[src/rtl/irq_sequencer_pkg.sv]
// Shared definitions for the interrupt sequencer: address width, state encoding and vector defaults.
// Optional feature macro used by this slice: INTC_RR_PRIO_EN (round-robin arbitration).
`ifndef ADDR_WIDTH
`define ADDR_WIDTH 16
`endif

package irq_sequencer_pkg;

    localparam int IRQ_ADDR_WIDTH = `ADDR_WIDTH;

    localparam int                        IRQ_NUM_DEF           = 4;
    localparam int                        IRQ_DRAIN_DEF         = 3;
    localparam logic [IRQ_ADDR_WIDTH-1:0] IRQ_VECTOR_BASE_DEF   = IRQ_ADDR_WIDTH'(16'h0010);
    localparam int                        IRQ_VECTOR_STRIDE_DEF = 4;

    typedef enum logic [2:0] {
        IRQS_IDLE   = 3'd0,
        IRQS_DRAIN  = 3'd1,
        IRQS_VECTOR = 3'd2,
        IRQS_ISR    = 3'd3,
        IRQS_RETURN = 3'd4
    } irq_state_e;

    // Index width that stays at least one bit even for a single source
    function automatic int idWidth(input int n);
        return (n > 1) ? $clog2(n) : 1;
    endfunction

endpackage

[src/rtl/irq_sequencer_priority_encoder.sv]
// Rotating priority encoder: finds the first set pending bit starting at start_i and wrapping around.
// With start_i tied to zero it degenerates to fixed lowest-index priority.
module irq_priority_encoder #(
    parameter int NUM_IRQ = 4,
    parameter int ID_W    = 2
) (
    input  logic [NUM_IRQ-1:0] pending_i,
    input  logic [ID_W-1:0]    start_i,
    output logic               valid_o,
    output logic [ID_W-1:0]    id_o
);

    function automatic int wrapIdx(input int base, input int offset);
        int t;
        t = base + offset;
        return (t >= NUM_IRQ) ? (t - NUM_IRQ) : t;
    endfunction

    always_comb begin
        valid_o = 1'b0;
        id_o    = '0;
        for (int i = 0; i < NUM_IRQ; i++) begin
            if (!valid_o && pending_i[wrapIdx(int'(start_i), i)]) begin
                valid_o = 1'b1;
                id_o    = ID_W'(wrapIdx(int'(start_i), i));
            end
        end
    end

endmodule

[src/rtl/irq_sequencer.sv]
// Interrupt sequencer: drains the pipeline by stalling fetch, redirects to a per-source vector,
// saves EPC and redirects back on reti. Define INTC_RR_PRIO_EN for round-robin arbitration.
module irq_sequencer
    import irq_sequencer_pkg::*;
#(
    parameter int                        NUM_IRQ       = IRQ_NUM_DEF,
    parameter int                        DRAIN_CYCLES  = IRQ_DRAIN_DEF,
    parameter logic [IRQ_ADDR_WIDTH-1:0] VECTOR_BASE   = IRQ_VECTOR_BASE_DEF,
    parameter int                        VECTOR_STRIDE = IRQ_VECTOR_STRIDE_DEF
) (
    input  logic                      clk,
    input  logic                      reset,
    input  logic [NUM_IRQ-1:0]        irq,
    input  logic                      mask_wr,
    input  logic [NUM_IRQ-1:0]        mask_data,
    input  logic [IRQ_ADDR_WIDTH-1:0] pc,
    input  logic                      pipe_flush,
    input  logic                      reti,
    output logic                      irq_stall,
    output logic                      irq_flush,
    output logic [IRQ_ADDR_WIDTH-1:0] irq_target,
    output logic [NUM_IRQ-1:0]        irq_ack,
    output logic                      in_isr,
    output logic [IRQ_ADDR_WIDTH-1:0] epc
);

    localparam int               ID_W       = idWidth(NUM_IRQ);
    localparam int               CNT_W      = idWidth(DRAIN_CYCLES);
    localparam logic [CNT_W-1:0] CNT_RELOAD = CNT_W'(DRAIN_CYCLES - 1);

    irq_state_e                state_q, state_d;
    logic [NUM_IRQ-1:0]        mask_q, mask_d;
    logic [ID_W-1:0]           id_q, id_d;
    logic [CNT_W-1:0]          cnt_q, cnt_d;
    logic [IRQ_ADDR_WIDTH-1:0] epc_q, epc_d;

    logic [NUM_IRQ-1:0]        pending;
    logic [ID_W-1:0]           startPtr;
    logic                      winnerValid;
    logic [ID_W-1:0]           winnerId;
    logic [IRQ_ADDR_WIDTH-1:0] vectorAddr;

    always_comb pending = irq & mask_q;

`ifdef INTC_RR_PRIO_EN
    localparam logic [ID_W-1:0] LAST_RESET = ID_W'(NUM_IRQ - 1);

    logic [ID_W-1:0] last_q, last_d;

    // Search begins just after the most recently serviced source
    always_comb begin
        last_d   = (state_q == IRQS_VECTOR) ? id_q : last_q;
        startPtr = (last_q == LAST_RESET) ? '0 : last_q + 1'b1;
    end

    always_ff @(posedge clk) begin
        if (reset) last_q <= LAST_RESET;
        else       last_q <= last_d;
    end
`else
    always_comb startPtr = '0;
`endif

    irq_priority_encoder #(
        .NUM_IRQ (NUM_IRQ),
        .ID_W    (ID_W)
    ) u_prio (
        .pending_i (pending),
        .start_i   (startPtr),
        .valid_o   (winnerValid),
        .id_o      (winnerId)
    );

    always_comb vectorAddr = VECTOR_BASE
                           + IRQ_ADDR_WIDTH'(id_q) * IRQ_ADDR_WIDTH'(VECTOR_STRIDE);

    // A branch flush during drain is let through and restarts the drain count,
    // so EPC is only captured once the pipeline has truly emptied behind it.
    always_comb begin
        state_d    = state_q;
        id_d       = id_q;
        cnt_d      = cnt_q;
        epc_d      = epc_q;
        mask_d     = mask_wr ? mask_data : mask_q;
        irq_stall  = 1'b0;
        irq_flush  = 1'b0;
        irq_target = '0;
        irq_ack    = '0;
        in_isr     = 1'b0;

        case (state_q)
            IRQS_IDLE: begin
                if (winnerValid && !pipe_flush) begin
                    id_d    = winnerId;
                    cnt_d   = CNT_RELOAD;
                    state_d = IRQS_DRAIN;
                end
            end
            IRQS_DRAIN: begin
                if (pipe_flush) begin
                    cnt_d = CNT_RELOAD;
                end else begin
                    irq_stall = 1'b1;
                    if (cnt_q == '0) begin
                        epc_d   = pc;
                        state_d = IRQS_VECTOR;
                    end else begin
                        cnt_d = cnt_q - 1'b1;
                    end
                end
            end
            IRQS_VECTOR: begin
                irq_flush  = 1'b1;
                irq_target = vectorAddr;
                irq_ack    = NUM_IRQ'(1) << id_q;
                in_isr     = 1'b1;
                state_d    = IRQS_ISR;
            end
            IRQS_ISR: begin
                in_isr = 1'b1;
                if (reti) state_d = IRQS_RETURN;
            end
            IRQS_RETURN: begin
                irq_flush  = 1'b1;
                irq_target = epc_q;
                state_d    = IRQS_IDLE;
            end
            default: state_d = IRQS_IDLE;
        endcase
    end

    always_ff @(posedge clk) begin
        if (reset) begin
            state_q <= IRQS_IDLE;
            mask_q  <= '0;
            id_q    <= '0;
            cnt_q   <= '0;
            epc_q   <= '0;
        end else begin
            state_q <= state_d;
            mask_q  <= mask_d;
            id_q    <= id_d;
            cnt_q   <= cnt_d;
            epc_q   <= epc_d;
        end
    end

    always_comb epc = epc_q;

endmodule

[config.mk]
export PLATFORM = sky130hd
export DESIGN_NAME = irq_sequencer
export DESIGN_NICKNAME = d
export VERILOG_FILES = /design/src/rtl/irq_sequencer_pkg.sv /design/src/rtl/irq_sequencer_priority_encoder.sv /design/src/rtl/irq_sequencer.sv
export SDC_FILE = /design/constraint.sdc
export NUM_CORES = 1
export LEC_CHECK = 0
export ABC_AREA = 1
export CAP_MARGIN = 20
export CORE_MARGIN = 10
export CORE_UTILIZATION = 30
export DETAILED_ROUTE_END_ITERATION = 7
export GPL_ROUTABILITY_DRIVEN = 0
export PLACE_DENSITY = 0.61
export SLEW_MARGIN = 0
export SYNTH_ARGS = -nofsm -noshare
export SYNTH_HDL_FRONTEND = slang
export SYNTH_HIERARCHICAL = 1
export SYNTH_SLANG_ARGS = --single-unit
export TNS_END_PERCENT = 20
[constraint.sdc]
create_clock -name clk -period 1.8 [get_ports clk]
set_input_delay 0.36 -clock clk [delete_from_list [all_inputs] [get_ports clk]]
set_output_delay 0.36 -clock clk [all_outputs]
set_load 0.005 [all_outputs]
# ---- After elaboration in Yosys (flattened, before gate mapping)
# Index checks and enable logic that the tools add are counted.
dict set report totals {
  out_inout_bits 39
  input_bits 29
  reg_bits 27
  elab_cells 58
}
dict set report classes {
  addsub 2
  mux 22
  shifts 1
  eq_ne 9
  bitwise 2
  reduce_logical 17
}
# cell n
set op_table {}
lappend op_table {{case mux 16 bit (2 select lines)} 1}
lappend op_table {{2-to-1 mux 3 bit} 4}
lappend op_table {{case mux 3 bit (4 select lines)} 1}
lappend op_table {{2-to-1 mux 2 bit} 5}
lappend op_table {{2-to-1 mux 1 bit} 9}
lappend op_table {{inequality test 2 bit, second input constant} 4}
lappend op_table {{adder 5 x 4 -> 6 bit, first input constant} 1}
lappend op_table {{equality test 3 x 2 -> 1 bit, second input constant} 2}
lappend op_table {{AND reduction 3 bit} 2}
lappend op_table {{AND 4 bit} 1}
lappend op_table {{logical AND 1 bit} 4}
lappend op_table {{logical NOT 1 bit} 4}
lappend op_table {{2-to-1 mux 4 bit} 1}
lappend op_table {{case mux 2 bit (2 select lines)} 1}
lappend op_table {{AND reduction 4 bit} 1}
lappend op_table {{OR reduction 2 bit} 2}
lappend op_table {{left shift 1 x 2 -> 4 bit, first input constant} 1}
lappend op_table {{equality test 3 x 1 -> 1 bit, second input constant} 1}
lappend op_table {{equality test 3 bit, second input constant} 1}
lappend op_table {{logical NOT 3 bit} 1}
lappend op_table {{inequality test 3 bit, second input constant} 1}
lappend op_table {{logical NOT 2 bit} 1}
lappend op_table {{AND reduction 2 bit} 1}
lappend op_table {{nonzero test 2 bit} 1}
lappend op_table {{2 further kinds} 2}

# ---- Longest topological paths before layout
dict set report logic_depth {
  ltp_word 14
  mapped_depth 15
  mapped_depth_nobuf 15
}

# ---- Hierarchy
# The synthesis kept the hierarchy.
# module cells_each seq_area_each_um2 area_per_inst_um2 instances
set modules_own_cells {}
lappend modules_own_cells {irq_sequencer 179 540.5 1244.9 1}
lappend modules_own_cells {irq_priority_encoder 59 0.0 319.1 1}

# ---- Least setup slack after synthesis
# OpenSTA, ideal clock, no wires.
dict set report synth_path {
  path_kind {input -> register}
  from {in irq[2]}
  to {reg cnt_q[0]}
  setup_time_ns 0.113
  arrival_time_ns 1.418
  cell_stages 15
  n_path_buf 0
  setup_slack_ns 0.269
  t_required_ns 1.687
  cell_sequence {nand2_1 inv_1 inv_1 nand2_1 nand3_1 nand2_2 inv_1 nand3b_1 inv_1 nor2_1 nand3_1 nand2_1 nand3_1 nand2_1 nor2_1}
}
dict set report synth_between {
  elab_chain_len 9
}
# element line
set synth_lines {}
lappend synth_lines {{start, declared} irq_sequencer.sv:13} ;# input logic [NUM_IRQ-1:0] irq,
lappend synth_lines {{AND 4 bit (*)} irq_sequencer.sv:43} ;# always_comb pending = irq & mask_q;
lappend synth_lines {{named net pending[2]} irq_sequencer.sv:37} ;# logic [NUM_IRQ-1:0] pending;
lappend synth_lines {{logical AND 1 bit (*)} irq_sequencer_priority_encoder.sv:23} ;# if (!valid_o && pending_i[wrapIdx(int'(start_i), i)]) begin
lappend synth_lines {{2-to-1 mux 1 bit (*)} irq_sequencer_priority_encoder.sv:23}
lappend synth_lines {{logical NOT 1 bit} irq_sequencer_priority_encoder.sv:23}
lappend synth_lines {{logical AND 1 bit} irq_sequencer_priority_encoder.sv:23}
lappend synth_lines {{2-to-1 mux 1 bit (*)} irq_sequencer_priority_encoder.sv:23}
lappend synth_lines {{named net winnerValid} irq_sequencer.sv:39} ;# logic winnerValid;
lappend synth_lines {{logical AND 1 bit (*)} irq_sequencer.sv:93} ;# if (winnerValid && !pipe_flush) begin
lappend synth_lines {{inequality test 2 bit (no source line) (*)} n/a}
lappend synth_lines {{AND reduction 3 bit (no source line) (*)} n/a}
lappend synth_lines {{end signal, assigned} irq_sequencer.sv:143} ;# cnt_q <= cnt_d;
lappend synth_lines {{end, declared} irq_sequencer.sv:34} ;# logic [CNT_W-1:0] cnt_q, cnt_d;
# Mark *: on every way through the listed nets, which the timed path passes. The rest lies on a longest branch.
# A chain may end at the register's enable or synchronous reset.

# ---- Worst setup path in the final report
dict set report layout_path {
  from {in irq[0]}
  to {reg cnt_q[0]}
}
dict set report layout_between {
  elab_chain_len 14
}
# element line
set layout_lines {}
lappend layout_lines {{AND 4 bit (*)} irq_sequencer.sv:43}
lappend layout_lines {{named net pending[0]} irq_sequencer.sv:37}
lappend layout_lines {{2-to-1 mux 1 bit (*)} irq_sequencer_priority_encoder.sv:23}
lappend layout_lines {{logical NOT 1 bit} irq_sequencer_priority_encoder.sv:23}
lappend layout_lines {{logical AND 1 bit} irq_sequencer_priority_encoder.sv:23}
lappend layout_lines {{2-to-1 mux 1 bit (*)} irq_sequencer_priority_encoder.sv:23}
lappend layout_lines {{logical NOT 1 bit} irq_sequencer_priority_encoder.sv:23}
lappend layout_lines {{logical AND 1 bit} irq_sequencer_priority_encoder.sv:23}
lappend layout_lines {{2-to-1 mux 1 bit (*)} irq_sequencer_priority_encoder.sv:23}
lappend layout_lines {{logical NOT 1 bit} irq_sequencer_priority_encoder.sv:23}
lappend layout_lines {{logical AND 1 bit} irq_sequencer_priority_encoder.sv:23}
lappend layout_lines {{2-to-1 mux 1 bit (*)} irq_sequencer_priority_encoder.sv:23}
lappend layout_lines {{named net winnerValid} irq_sequencer.sv:39}
lappend layout_lines {{logical AND 1 bit (*)} irq_sequencer.sv:93}
lappend layout_lines {{inequality test 2 bit (no source line) (*)} n/a}
lappend layout_lines {{AND reduction 3 bit (no source line) (*)} n/a}
# Marked as above.

==> out/qor.txt <==
Seq/Total Area, Yosys - 0.3456
R2R Setup Slk - 0.21 ns
CP arrival - 1.96 ns
Status - finished clean
R2R cell count - 14
Vias in the first global route - 1677
Initial Util - 0.3082
YS warnings - 6
RSZ-0062 raised after global routing - true
Via count - 1685
Max Fanout on Critical Path - 4
Adder-cell area share of the yosys netlist - 0.008000
Inserted Diodes - 0
Unique masters post-synth - 25
Hold Path Class - reg2reg
Stages on worst setup path - 16
Worst setup EP type - flip-flop
Fin worst setup slack - 0.01333 ns
Post-synthesis compound-gate area fraction - 0.1568
Residual DRC count - 0
Drt wl/cell - 11.60 microns
Buf+Inv Stages, Crit Path - 4
Commonest cells after routing, fill and taps aside - clkdlybuf4s50_1, nand2_1, inv_1
Worst-path clk slew - 0.11 ns
Post-synthesis mux area share - 0
Top Family by Delay on Critical Path - simple AND/OR/NAND/NOR gates
Die area - 8502 sq um
Fin area - 2547 sq um
Max Freq - 559.7 MHz
Vias/cell - 4.192
Latest clock arrival within the worst-skew pair - 0.28 ns
Hold Startpoint - epc[4]$_SDFFE_PP0P_
Core Region - 5075 sq um
Gr usage total - 0.1082
CTS tree - yes
Class of the most critical setup path - in2reg
CP endpoint - cnt_q[0]$_SDFFE_PP0P_
Pre-CTS setup slack - -0.2802 ns
H-Tree Depth - 1
DRT iter0 DRCs - 43
Fin crit period - 1.787 ns
Detailed placer's ending HPWL - 3895 microns
Number of clock sinks seen by CTS - 27
Yosys reg bits - 27
Longest Clk Path Bufs - 2
Die Width - 92.21 microns
Largest net degree at the start of global routing - 33
CP Cell Sequence - clkdlybuf4s50_1, nand2_1, inv_1, inv_1, nand2_1, nand3_2, nand2_4, nor2_4, nand3b_1, inv_1, nor2_1, nand3_1, nand2_1, nand3_1, nand2_1, nor2_1
Max Transition Viols Final - 0
Wire length of the first global-routing pass - 7762 microns
Die Span Y - 92.21 microns
ANT nets after route - 0
Crit start category - input port
PortBufs - 67
Reg2reg end - cnt_q[0]$_SDFFE_PP0P_
Most common cell after layout, fill and taps aside - clkdlybuf4s50_1
Max Cap Violations - 0
CTS buffer count - 3
Initial antenna violation count - 0
Largest family of logic cells by synthesized area - simple AND/OR/NAND/NOR gates
WL final - 4665 microns
# IOs - 68
Final Hold Viols - 0
Placed cell area - 2480 sq um
Worst r2r src - mask_q[3]$_SDFFE_PP0P_
P per Cell Area - 913.3 nW/um^2
LEAKAGE - 1.221 nW
Layout cells sized above 1 - 0.1988
Clock skew - 0.01253 ns
Syn Std Cell Area - 1564 sq um
DRT Pass-1 Iters - 4
Post-synthesis simple-gate area fraction - 0.3520
Avg Synthesized Cell Area - 6.571 sq um
Xor/xnor cell area share of the yosys netlist - 0
Final setup violating endpoints - 0
VDD IR max - 0.4455 mV
Crit path launch - irq[0]
Gr ovfl total - 0
Fin crit share - 0.9926
Cells after Synth - 238
CP required - 1.98 ns
Most frequent cell on the critical path - nand2_1
Worst path slowest cell - clkdlybuf4s50_1
Layout area overhead - 62.88%
Max incr delay on CP - 0.45 ns
CTS root buf - clkbuf_8
Final-stage net count - 363
Cts hold-fix bufs - 0
Core Rows - 26
worst min path at each step:
stage                         endpoint  slack, ns  cells past startpoint
4_1_cts            epc[4]$_SDFFE_PP0P_       0.47                      2
3_5_place_dp       epc[4]$_SDFFE_PP0P_       0.45                      2
2_1_floorplan  state_q[2]$_SDFFE_PP0P_       0.44                      1
6_report           epc[4]$_SDFFE_PP0P_       0.47                      2
3_3_place_gp       epc[4]$_SDFFE_PP0P_       0.45                      2
5_1_grt            epc[4]$_SDFFE_PP0P_       0.49                      2
Yosys cell counts, drive strengths merged:
cell type  number  share of area
a21oi          21          0.072
buf             5          0.032
clkbuf          2         0.0048
conb            1         0.0024
dfxtp          27           0.35
ha              1         0.0080
inv            41          0.098
nand2          56           0.17
nand3          13          0.054
nand3b          1         0.0048
nand4           3          0.012
nor2           35          0.092
nor3            6          0.022
o21ai          24          0.077
o22ai           2         0.0080
metrics by stage:
stage          TNS (ns)  hold slack [ns]  std cells  power (mW)    util
6_report              0           0.4652        402       2.327  0.5020
5_1_grt         -0.5503           0.4907        402       2.519  0.5020
3_5_place_dp     -1.325           0.4514        398       1.964  0.4887
3_3_place_gp     -1.022           0.4505        398       1.954  0.4887
2_1_floorplan         0           0.4385        244       1.387       -
4_1_cts         -0.3672           0.4677        402       2.347  0.4978
cell type report:
class                      count  area [sq um]
sequential                    27         549.3
tap                           70         87.58
inverter                      41         153.9
clock buffer                   3         41.29
timing repair buffer          91         838.3
clock inverter                 1         7.507
fill                         558          2527
multi-input combinational    169         869.6
flip-flops by register name, indices dropped and copies added, names as in the netlist:
name,count
epc,16
mask_q,4
state_q,3
cnt_q,2
id_q,2
power by group:
group	leakage (nW)	internal, mW	switching (mW)	total, mW
logic	0.977	0.571	0.566	1.14
clock network	0.0217	0.157	0.206	0.364
registers	0.223	0.738	0.0884	0.826
logic make-up (layout without fill, tap and decap cells):
logic type | count (synthesis) | after routing
fa+ha+maj | 1 | 1
buf+inv | 48 | 136
other cells | 1 | 7
simple gates | 114 | 114
compound gates | 47 | 47
flops | 27 | 27
tightest hold or removal path, stage by stage (launching register included):
cell and delay [ns]:
dfxtp_1 0.32, inv_1 0.06, a21oi_1 0.05
per-layer routing:
layer  routed length, microns  up-vias  track usage  share of wire
li1                         -      927            -              -
met4                       71        0      0.03985          0.015
met3                      235        4      0.02852          0.050
met2                     2350       27       0.1906           0.50
met1                     2009      727       0.1218           0.43
met5                        0        -            0              0
repair_timing:
action	in CTS	in global routing
resized for setup	29	10
setup endpoints to repair	23	9
buffers inserted	0	0
pin swaps	0	1
Power figures use the tool's default switching activity.
==> RTL edit 1: new RTL, same flow settings <==
Set the package constant `IRQ_NUM_DEF` to 2 (it was 4).
--- a/src/rtl/irq_sequencer_pkg.sv
+++ b/src/rtl/irq_sequencer_pkg.sv
@@ -8,7 +8,7 @@
 
     localparam int IRQ_ADDR_WIDTH = `ADDR_WIDTH;
 
-    localparam int                        IRQ_NUM_DEF           = 4;
+    localparam int                        IRQ_NUM_DEF           = 2;
     localparam int                        IRQ_DRAIN_DEF         = 3;
     localparam logic [IRQ_ADDR_WIDTH-1:0] IRQ_VECTOR_BASE_DEF   = IRQ_ADDR_WIDTH'(16'h0010);
     localparam int                        IRQ_VECTOR_STRIDE_DEF = 4;
Ports: changed (resized irq, irq_ack and mask_data); port bits go from 68 to 62. The function was not compared with the original's and may differ.
==> RTL edit 1 against the original RTL <==
The run now ends with setup timing left; non-clock buffer count shrank 20; area after synthesis shrank 27%; clock power grew 33%; wire length shrank 22%; total power shrank 6.5%; sequential cell count shrank 3; design area shrank 23%; setup slack lost 0.14 ns; critical endpoint is now irq_target[4]; largest cell class is now buffers; largest power group unchanged.
==> RTL edit 1: results (changes against the original RTL) <==
<table>
<tr><th>Metric</th><th>Value</th></tr>
<tr><th colspan="2">Placed design</th></tr>
<tr><td>Dpl cell area</td><td>0.00187 mm2 (-25%)</td></tr>
<tr><td>DP HPWL</td><td>2800 um (-28%)</td></tr>
<tr><td>Number of input and output port buffers inserted</td><td>61 (-9.0%)</td></tr>
<tr><th colspan="2">Finish</th></tr>
<tr><td>Multi-input gate area</td><td>526 um2 (-40%)</td></tr>
<tr><td>Number of filler instances in the final layout</td><td>357 (-36%)</td></tr>
<tr><td>Fin nets</td><td>264 (-27%)</td></tr>
<tr><td>Clk cell area share</td><td>0.0366 (+0.0174)</td></tr>
<tr><th colspan="2">Synth</th></tr>
<tr><td>Compound-Gate Fraction of Synth Area</td><td>0.167 (+0.0106)</td></tr>
<tr><td>Arithmetic-cell share of the synthesized area counting full adders, half adders and majority gates</td><td>0.0109 (+0.00294)</td></tr>
<tr><th colspan="2">Status</th></tr>
<tr><td>Status</td><td>finished with violations</td></tr>
<tr><td>Failing checks</td><td>setup timing</td></tr>
<tr><th colspan="2">Routing</th></tr>
<tr><td>Met3 wire len</td><td>250 um (+6.4%)</td></tr>
<tr><td>Post-detailed-route wirelength per cell</td><td>12.7 um (+9.4%)</td></tr>
<tr><td>Met2 Wirelength</td><td>1760 um (-25%)</td></tr>
<tr><td>First-iteration detailed-routing DRC count</td><td>42 (-2.3%)</td></tr>
<tr><th colspan="2">Timing</th></tr>
<tr><td>Final setup violation count</td><td>4 (+4)</td></tr>
<tr><td>Final critical-path setup slack</td><td>-0.130 ns (-0.144 ns)</td></tr>
<tr><th colspan="2">Global route</th></tr>
<tr><td>Global-route wire length before repair</td><td>5640 um (-27%)</td></tr>
<tr><td>Vias in the first global route</td><td>1174 (-30%)</td></tr>
<tr><td>All-Layer GR Usage</td><td>0.108 (about the same)</td></tr>
<tr><td>Met3 Resource Use GR</td><td>0.0382 (+0.00968)</td></tr>
<tr><th colspan="2">Setup path</th></tr>
<tr><td>WP data arrival</td><td>1.57 ns (-0.39 ns)</td></tr>
<tr><td>Launch instance of the worst register-to-register path</td><td>cnt_q[0]</td></tr>
<tr><td>Worst Reg2Reg Path Length in Cells</td><td>8 (-6)</td></tr>
<tr><th colspan="2">Power</th></tr>
<tr><td>Sequential logic power</td><td>723 uW (-12%)</td></tr>
</table>
RTL edit 1: changes by cell type after synthesis, sizes merged, moves of 4 or more:
cell | unedited run | this run
nand2 | 56 | 19
inv | 41 | 31
o21ai | 24 | 20
nor3 | 6 | 2
a21oi | 21 | 17
nand3 | 13 | 7
RTL edit 1: stage by stage:
stage          std cells  setup WS, ns  utilization  hold slack [ns]  setup TNS [ns]
4_1_cts              285        -0.165        0.530            0.477          -0.803
5_1_grt              285        -0.204        0.532            0.493          -0.691
3_3_place_gp         281       0.00180        0.510            0.453               0
6_report             285        -0.130        0.532            0.472          -0.454
2_1_floorplan        168         0.543            -            0.438               0
3_5_place_dp         281      -0.00906        0.510            0.463        -0.00906
RTL edit 1: repair_timing:
| item | CTS | global route |
|---|---|---|
| hold endpoints to repair | 0 | 0 |
| cloned | 0 | 0 |
| endpoints found under the setup margin | 21 | 6 |
| resized for setup | 22 | 3 |
==> RTL edit 2: new RTL, same flow settings <==
Without the edit above. The 5 states of `irq_state_e` get a Gray code encoding in 3 bits.
--- a/src/rtl/irq_sequencer_pkg.sv
+++ b/src/rtl/irq_sequencer_pkg.sv
@@ -14,11 +14,11 @@
     localparam int                        IRQ_VECTOR_STRIDE_DEF = 4;
 
     typedef enum logic [2:0] {
-        IRQS_IDLE   = 3'd0,
-        IRQS_DRAIN  = 3'd1,
-        IRQS_VECTOR = 3'd2,
-        IRQS_ISR    = 3'd3,
-        IRQS_RETURN = 3'd4
+        IRQS_IDLE   = 3'b000,
+        IRQS_DRAIN  = 3'b001,
+        IRQS_VECTOR = 3'b011,
+        IRQS_ISR    = 3'b010,
+        IRQS_RETURN = 3'b110
     } irq_state_e;
 
     // Index width that stays at least one bit even for a single source
Formal check against the unedited RTL: no difference found for any inputs over 10 cycles, from zero or initial values and one cycle with reset high; not proved beyond that.
==> RTL edit 2 against the original RTL <==
Clock power is 3% lower; wire length up 1.6%; setup slack gained 0.043 ns; area after synthesis is 1.6% lower; total power rose by 0.11%; clock skew decreased by 0.011 ns; design area up 1.2%; sequential cell count did not move; critical path type unchanged; largest cell class unchanged.
==> RTL edit 2: results (changes against the original RTL) <==
<table>
<tr><th>Metric</th><th>Value</th></tr>
<tr><th colspan="2">Finish</th></tr>
<tr><td>Share of layout cells above drive strength 1</td><td>0.248 (+0.0489)</td></tr>
<tr><th colspan="2">Placed design</th></tr>
<tr><td>DP HPWL</td><td>3730 um (-4.4%)</td></tr>
<tr><td>Worst slack, placed</td><td>-0.196 ns (+0.0842 ns)</td></tr>
<tr><td>Dpl cell area</td><td>0.00246 mm2 (-0.96%)</td></tr>
<tr><td>Placed cells</td><td>392 (-1.5%)</td></tr>
<tr><th colspan="2">Clocking</th></tr>
<tr><td>Later-pin clock latency in the skew report</td><td>0.27 ns</td></tr>
<tr><th colspan="2">Routing</th></tr>
<tr><td>First-iteration detailed-routing DRC count</td><td>26 (-40%)</td></tr>
<tr><td>Post-detailed-routing wire length</td><td>4740 um (+1.6%)</td></tr>
<tr><td>Total number of vias</td><td>1744 (+3.5%)</td></tr>
<tr><td>Post-detailed-route wirelength per cell</td><td>11.8 um (+1.9%)</td></tr>
<tr><th colspan="2">Setup path</th></tr>
<tr><td>Critical path peak fanout</td><td>5 (+1)</td></tr>
<tr><td>Worst Reg2Reg Path Length in Cells</td><td>13 (-1)</td></tr>
<tr><td>End of the worst register-to-register path</td><td>cnt_q[1]</td></tr>
<tr><td>Launch instance of the worst register-to-register path</td><td>mask_q[0]</td></tr>
<tr><td>Worst reg-to-reg setup slack</td><td>0.23 ns (+0.02 ns)</td></tr>
<tr><td>WP data arrival</td><td>1.92 ns (-0.04 ns)</td></tr>
<tr><td>Slowest stage delay, CP</td><td>0.39 ns (-0.06 ns)</td></tr>
<tr><th colspan="2">Synth</th></tr>
<tr><td>Sequential-to-total area share from yosys stat</td><td>0.351 (+0.00562)</td></tr>
<tr><td>Cell variety after synth</td><td>27 (+8.0%)</td></tr>
<tr><td>Most frequent cell after synthesis</td><td>nand2_1</td></tr>
<tr><td>Top post-synthesis cells by count</td><td>nand2_1 (39), inv_1 (37), nor2_1 (33)</td></tr>
<tr><td>Largest cells by area after synthesis</td><td>dfxtp_1 (35%), nand2_1 (9.5%), inv_1 (9.0%)</td></tr>
<tr><td>Gate count of the mapped netlist</td><td>234 (-1.7%)</td></tr>
<tr><th colspan="2">Worst hold path</th></tr>
<tr><td>Critical hold path startpoint</td><td>epc[9]</td></tr>
<tr><td>Worst min-delay path endpoint</td><td>epc[9]</td></tr>
<tr><th colspan="2">Global route</th></tr>
<tr><td>Global-route wire length before repair</td><td>7530 um (-3.0%)</td></tr>
<tr><td>All-Layer GR Usage</td><td>0.105 (-0.00365)</td></tr>
<tr><th colspan="2">Timing</th></tr>
<tr><td>Post-Route Hold Slack</td><td>0.468 ns (+0.00283 ns)</td></tr>
<tr><td>Clock Skews</td><td>0.00147 ns (-0.0111 ns)</td></tr>
<tr><td>Fmax</td><td>573 MHz (+2.4%)</td></tr>
<tr><th colspan="2">Power</th></tr>
<tr><td>Peak VDD IR</td><td>0.385 mV (-14%)</td></tr>
<tr><td>Static leakage</td><td>1.19 nW (-2.5%)</td></tr>
<tr><th colspan="2">Status</th></tr>
<tr><td>Status</td><td>completed</td></tr>
</table>
## RTL edit 2: cell count changes after synthesis, sizes merged, moves of 2 or more
cell and delta:
o21bai +2, a21oi -2, nor3 -2, nand2 -4, inv -2
## RTL edit 2: timing repair
item / 4_1_cts / 5_1_grt
pin swaps: 0 / 15
gates resized for setup: 31 / 34
endpoints found under the setup margin: 23 / 13
buffers inserted: 0 / 5
## RTL edit 2: cells by family after synthesis
kind of cell / synth area share
adders and majority gates: 0.00813
buffers and inverters: 0.127
other: 0.00244
AOI/OAI and AO/OA: 0.162
and+or+nand+nor: 0.350
DFF: 0.351
## RTL edit 2: where the power goes
group / internal, mW / leakage, nW / switching [mW]
registers: 0.752 / 0.222 / 0.0839
clock network: 0.155 / 0.0255 / 0.198
logic: 0.582 / 0.943 / 0.558
## RTL edit 2: how the worst max path moves through the flow
stage	endpoint	cells past startpoint	from
floorplan	cnt_q[1]	13	irq[2]
global placement	cnt_q[1]	13	irq[3]
detailed placement	cnt_q[0]	14	irq[2]
CTS	irq_flush	6	state_q[1]
global route	cnt_q[1]	14	irq[1]
finish	cnt_q[1]	14	irq[1]
## RTL edit 2: layout make-up
type | count | area [um2]
Clock buffer | 3 | 41.3
Timing Repair Buffer | 95 | 877
Multi-Input combinational cell | 166 | 877
Sequential cell | 27 | 544
Fill cell | 519 | 2460
Tap cell | 70 | 87.6
Inverter | 39 | 146
Clock inverter | 1 | 5.00
## RTL edit 2: metal layers
layer  routed length [um]  global-route usage  part of all wire
met3                  436              0.0310             0.092
met4                   23              0.0274            0.0049
met1                 2150               0.130              0.45
met5                    0                   0                 0
met2                 2130               0.171              0.45
